<file path="src/rtl/me_pkg.sv">
// Shared constants and types for the motion-estimation datapath.
// Latency: n/a (declarations only).
// Backpressure: n/a.
package me_pkg;

    localparam int BLK_DIM       = 8;   // block edge in pixels
    localparam int WORDS_PER_BLK = 16;  // 8 rows x 2 words of 4 pixels
    localparam int WORD_BYTES    = 4;

    typedef enum logic [1:0] {
        FETCH = 2'd0,
        WAIT  = 2'd1,
        DONE  = 2'd2
    } cur_fetch_state_t;

endpackage

</file>
<file path="src/rtl/cur_fetch_fifo2.sv">
// 2-entry 32-bit FIFO used to hide the frame-memory read latency.
// Latency: a pushed word is visible on head the cycle after the push.
// Backpressure: none internally; the caller must not push when full without popping.
// Ports: clk, rst (async active-high), push/din write side, pop read side,
//        head = oldest entry, count = number of stored entries (0..2).
module cur_fetch_fifo2 (
    input  logic        clk,
    input  logic        rst,
    input  logic        push,
    input  logic        pop,
    input  logic [31:0] din,
    output logic [31:0] head,
    output logic [1:0]  count
);

    logic [31:0] mem [2];
    logic        rd_ptr;
    logic        wr_ptr;
    logic        do_push;
    logic        do_pop;

    assign do_pop  = pop && (count != 2'd0);
    // When full, a simultaneous pop frees the head slot, which is the one wr_ptr points at.
    assign do_push = push && ((count != 2'd2) || do_pop);
    assign head    = mem[rd_ptr];

    always_ff @(posedge clk or posedge rst) begin
        if (rst) begin
            mem[0] <= 32'd0;
            mem[1] <= 32'd0;
            rd_ptr <= 1'b0;
            wr_ptr <= 1'b0;
            count  <= 2'd0;
        end else begin
            if (do_push) begin
                mem[wr_ptr] <= din;
                wr_ptr      <= ~wr_ptr;
            end
            if (do_pop) begin
                rd_ptr <= ~rd_ptr;
            end
            case ({do_push, do_pop})
                2'b10:   count <= count + 2'd1;
                2'b01:   count <= count - 2'd1;
                default: count <= count;
            endcase
        end
    end

endmodule

</file>
<file path="src/rtl/cur_fetch.sv">
// Current-block fetch engine: walks the frame in 8x8 blocks (raster order) and streams
// each block as 16 little-endian words to the consumer. Latency: read strobe to cur_valid
// is 2 cycles; 1 word/cycle sustained. Backpressure: need_cur gates pops; reads are
// throttled so FIFO entries plus in-flight reads never exceed 2.
// Ports: clk, rst (async active-high), next_block (advance pulse), need_cur/cur_in/cur_valid
//        (consumer side), mem_rd_en/mem_addr/mem_rd_data (frame memory, 1-cycle read),
//        blk_x/blk_y (block being fetched), frame_done (last block consumed).
// Optional feature macro: CUR_FETCH_FRAME_WRAP_EN -- restart at block (0,0) after the
// last block instead of parking in DONE.
module cur_fetch
    import me_pkg::*;
#(
    parameter int FRAME_W   = 32,
    parameter int FRAME_H   = 16,
    parameter int ADDR_W    = 11,
    parameter int BASE_ADDR = 0
) (
    input  logic              clk,
    input  logic              rst,
    input  logic              next_block,
    input  logic              need_cur,
    output logic [31:0]       cur_in,
    output logic              cur_valid,
    output logic              mem_rd_en,
    output logic [ADDR_W-1:0] mem_addr,
    input  logic [31:0]       mem_rd_data,
    output logic [7:0]        blk_x,
    output logic [7:0]        blk_y,
    output logic              frame_done
);

`ifdef CUR_FETCH_FRAME_WRAP_EN
    localparam bit WRAP_EN = 1'b1;
`else
    localparam bit WRAP_EN = 1'b0;
`endif

    localparam logic [7:0] LAST_X = 8'(FRAME_W / BLK_DIM - 1);
    localparam logic [7:0] LAST_Y = 8'(FRAME_H / BLK_DIM - 1);
    localparam logic [4:0] N_WORDS = 5'(WORDS_PER_BLK);

    cur_fetch_state_t state;
    logic [4:0]       issued;     // reads issued for this block; low 4 bits are k
    logic [4:0]       popped;     // words handed to the consumer for this block
    logic             inflight;   // a read was issued last cycle, data arrives now
    logic             pend;       // early next_block seen during FETCH
    logic [1:0]       fifo_count;
    logic [31:0]      fifo_head;
    logic             pop;
    logic             last_word_pop;
    logic             last_blk;
    logic [7:0]       next_x;
    logic [7:0]       next_y;
    int               row;

    cur_fetch_fifo2 u_fifo (
        .clk   (clk),
        .rst   (rst),
        .push  (inflight),
        .pop   (pop),
        .din   (mem_rd_data),
        .head  (fifo_head),
        .count (fifo_count)
    );

    assign cur_valid = (fifo_count != 2'd0);
    assign cur_in    = fifo_head;
    assign pop       = need_cur & cur_valid;

    // Occupancy after this cycle's pop must leave room for the word being requested now.
    // Gated by rst so the strobe is low while reset is held.
    assign mem_rd_en = !rst && (state == FETCH) && (issued < N_WORDS) &&
                       (({1'b0, fifo_count} + {2'b0, inflight} - {2'b0, pop}) < 3'd2);

    assign row      = int'(blk_y) * BLK_DIM + int'(issued[3:1]);
    assign mem_addr = ADDR_W'(BASE_ADDR + row * FRAME_W + int'(blk_x) * BLK_DIM +
                              (issued[0] ? WORD_BYTES : 0));

    assign last_word_pop = (state == FETCH) && pop && (popped == N_WORDS - 5'd1);
    assign last_blk      = (blk_x == LAST_X) && (blk_y == LAST_Y);
    assign frame_done    = last_word_pop && last_blk;

    // Raster advance; past the last block this wraps to (0,0), used only when WRAP_EN.
    assign next_x = (blk_x == LAST_X) ? 8'd0 : blk_x + 8'd1;
    assign next_y = (blk_x != LAST_X) ? blk_y :
                    (blk_y == LAST_Y) ? 8'd0 : blk_y + 8'd1;

    always_ff @(posedge clk or posedge rst) begin
        if (rst) begin
            state    <= FETCH;
            blk_x    <= 8'd0;
            blk_y    <= 8'd0;
            issued   <= 5'd0;
            popped   <= 5'd0;
            inflight <= 1'b0;
            pend     <= 1'b0;
        end else begin
            inflight <= mem_rd_en;
            if (mem_rd_en) begin
                issued <= issued + 5'd1;
            end
            if (pop) begin
                popped <= popped + 5'd1;
            end
            case (state)
                FETCH: begin
                    if (last_word_pop) begin
                        pend <= 1'b0;
                        if (last_blk && !WRAP_EN) begin
                            state <= DONE;
                        end else if (pend || next_block) begin
                            // WAIT is entered and left in the same cycle.
                            blk_x  <= next_x;
                            blk_y  <= next_y;
                            issued <= 5'd0;
                            popped <= 5'd0;
                            state  <= FETCH;
                        end else begin
                            state <= WAIT;
                        end
                    end else if (next_block) begin
                        pend <= 1'b1;
                    end
                end
                WAIT: begin
                    if (next_block) begin
                        blk_x  <= next_x;
                        blk_y  <= next_y;
                        issued <= 5'd0;
                        popped <= 5'd0;
                        state  <= FETCH;
                    end
                end
                default: begin
                    state <= DONE;
                end
            endcase
        end
    end

endmodule

</file>
<file path="config.mk">
export PLATFORM = sky130hd
export DESIGN_NAME = cur_fetch
export DESIGN_NICKNAME = d
export VERILOG_FILES = /design/src/rtl/me_pkg.sv /design/src/rtl/cur_fetch_fifo2.sv /design/src/rtl/cur_fetch.sv
export SDC_FILE = /design/constraint.sdc
export NUM_CORES = 1
export LEC_CHECK = 0
export CAP_MARGIN = 30
export CORE_MARGIN = 3
export CORE_UTILIZATION = 40
export CTS_CLUSTER_SIZE = 40
export DETAILED_ROUTE_END_ITERATION = 8
export PLACE_DENSITY = 0.63
export SLEW_MARGIN = 5
export SYNTH_ARGS = -nofsm -noshare
export SYNTH_HDL_FRONTEND = slang
export SYNTH_SLANG_ARGS = --single-unit
</file>
<file path="constraint.sdc">
create_clock -name clk -period 3.5 [get_ports clk]
set_clock_uncertainty 0.15 [all_clocks]
set_input_delay 0.35 -clock clk [delete_from_list [all_inputs] [get_ports clk]]
set_output_delay 0.35 -clock clk [all_outputs]
set_load 0.1 [all_outputs]
</file>
==> results.md <==
- Outcome: completed
- Detailed Route Iter0 Violations: 160
- CTS tree: done
- Measured slew at the worst slew-check pin: 983 ps
- RSZ-0062 raised after global routing: no
- Wire per inst: 16.2 µm
- Worst R2R End: issued[1]
- Die Y: 115 µm
- Die width: 115 µm
- Post-Syn Area per Cell: 12.6 µm²
- Post-route cell area: 6080 µm²
- Fillers: 1001
- Worst EP arrival: 2580 ps
- PnR worst setup slack: 418 ps
- Number of global-route vias before repair: 3349
- Overflow left after global routing: 0
- Setup crit end kind: output pin
- Pwr Density: 460 nW/µm²
- Setup CP Type: flip-flop to output pin
- Slew margin rel.: 0.342
- Most frequent cell after synthesis: dfrtp_1
- Top cells by count, synth: dfrtp_1, mux2_2, inv_1, nor2_1, xnor2_1
- Tmin final: 3080 ps
- Ranking of synthesized cells by area: dfrtp_1, mux2_2, ha_1
- CP Launch Type: flip-flop
- Synth warnings: 0
- Worst-case reg-to-reg path depth: 8
- Setup TNS: 0 ps
- Netlist cell types: 45
- Skew-Pair Late Insertion Delay: 340 ps
- Async S/R FF share, synth: 1.00
- Number of synthesized flops with an enable pin: 0
- Worst-path maximum fanout: 8
- Clock Tree Root: clkbuf_16
- Sink Count: 98
- Reg2reg start: u_fifo.count[0]
- Clock Tree Buf Depth: 2
- DP HPWL: 7.02 mm
- Drt drc: 0
- Top-level port count: 98
- Final setup fails: 0
- Area grow syn2layout: 27.2%
- Max Slew Vio Count: 0
- Cells after synthesis: 379
- Nets: 520
- Row Count: 39
- DP Area: 5810 µm²
- ANT nets after route: 0
- Largest net degree at the start of global routing: 56
- Post-route clock period utilization: 0.881
- Worst Path Required: 3000 ps
- Synthesis-stage register bit count: 98
- I/O Buffers: 95
- WHS: 338 ps
- Dpl ws: 500 ps
- Max cap viols: 0
- Vias per inst: 5.12
- Setup crit end: mem_addr[10]
- Post-Layout Cell Count: 618
- Synth area leader: dfrtp_1
- CTS clk-pin slew, worst paths: 60 ps
- Initial antenna violation count: 0
- WL final: 9.98 mm
- CTS Buf Count: 9
- Crit path from: blk_x[3]
- Lkg Pwr: 2.98 nW
- Starting Density: 0.414
- Core box area: 11600 µm²
- Post-CTS Resized: 0
- Post-CTS setup buffer count: 0
- First-pass GRT wire length: 16.3 mm
- Routability-driven placement congestion ratio: 0.746
- # diodes: 0
- Post-synthesis sequential area ratio: 0.513
- Die Footprint: 13300 µm²
- F_max: 324 MHz
- Final hold vios: 0
- Vias: 3166
- Main synth FF type: dfrtp_1
- Global-route usage over all layers: 0.156
- Initial DRT Pass Iterations: 4
- Cts hold-fix bufs: 0
- Post-Place Cells: 602
- Hold WC Path Type: flip-flop to flip-flop
- CTS H-tree depth: 3
- Top-area cell type share of the netlist area: 0.513
- R2R Setup Slk: 990 ps
- Share of cells above drive strength 1: 0.364
- Peak VDD IR: 0.507 mV
- Cell area after synthesis: 4780 µm²
## layout by cell type, fill, tap and decap left out, types with 3 or more instances in the layout
master and instances:
o21ai_0 7, buf_4 45, ha_1 12, nor2_1 15, nand4_1 3, xnor2_1 14, and3_1 5, a21oi_1 5
xor2_1 6, mux2_2 96, nor2b_1 3, clkdlybuf4s50_1 54, nand3_1 13, nor3_1 3, dfrtp_1 98, nor4_1 3
o31ai_1 7, clkbuf_16 9, inv_1 15, nand2_1 11, a21o_1 4
## kinds of logic (layout without fill, tap and decap cells)
| logic type | count (synthesis) | in the layout | synth area share |
|---|---|---|---|
| AO/OA/AOI/OAI | 34 | 34 | 0.0499 |
| XOR/XNOR | 23 | 23 | 0.0421 |
| adder cells (fa/ha/maj) | 14 | 14 | 0.0397 |
| buffers and inverters | 38 | 133 | 0.0382 |
| flip-flops | 98 | 98 | 0.513 |
| multiplexers | 100 | 100 | 0.237 |
| other | 1 | 2 | 0.000784 |
| AND/OR/NAND/NOR | 71 | 71 | 0.0795 |
## state kept, by name (all words and copies together), names as in the netlist
name / flops
state: 2
u_fifo.rd_ptr: 1
pend: 1
blk_y: 8
blk_x: 8
popped: 5
u_fifo.mem: 64
u_fifo.wr_ptr: 1
u_fifo.count: 2
issued: 5
inflight: 1
## critical path, cell delays in order (launching register included)
cell	delay [ps]
dfrtp_1	480
ha_1	330
a21o_1	160
a21o_1	210
a2111oi_0	750
nor3_4	60
buf_4	260
## worst min-delay path by stage
stage | end | cells past startpoint | slack [ps] | startpoint
6_report | u_fifo.mem[36] | 1 | 340 | u_fifo.mem[36]
4_1_cts | u_fifo.mem[36] | 1 | 340 | u_fifo.mem[36]
3_5_place_dp | u_fifo.mem[36] | 1 | 330 | u_fifo.mem[36]
3_3_place_gp | u_fifo.mem[36] | 1 | 320 | u_fifo.mem[36]
5_1_grt | u_fifo.mem[26] | 1 | 360 | u_fifo.mem[26]
2_1_floorplan | state[0] | 1 | 270 | next_block
## power by group
part	leakage, nW	internal, mW	total, mW	switching, mW
clock network	0.133	0.502	0.915	0.413
logic	1.52	0.243	0.609	0.366
registers	1.32	1.19	1.28	0.0889
total	2.98	1.93	2.80	0.868
## routing by layer
layer  track usage  share of wire
met5             0              0
met4        0.0610          0.017
met3        0.0326          0.045
met2         0.256           0.48
met1         0.203           0.46
## stage by stage
stage / power, mW / utilization
CTS: 2.84 / 0.526
finish: 2.80 / 0.526
global placement: 1.90 / 0.503
detailed placement: 1.92 / 0.503
floorplan: 1.75 / -
global route: 2.94 / 0.526
## layout make-up
cell class                      count  area [µm²]  share of cell area
Sequential cell                    98        2450               0.403
Multi-Input combinational cell    244        2200               0.362
Timing Repair Buffer              101         918               0.151
Clock buffer                       12         246              0.0405
Tap cell                          143         179              0.0294
Inverter                           16        62.6              0.0103
Clock inverter                      4        26.3             0.00432
Power figures use the tool's default switching activity.
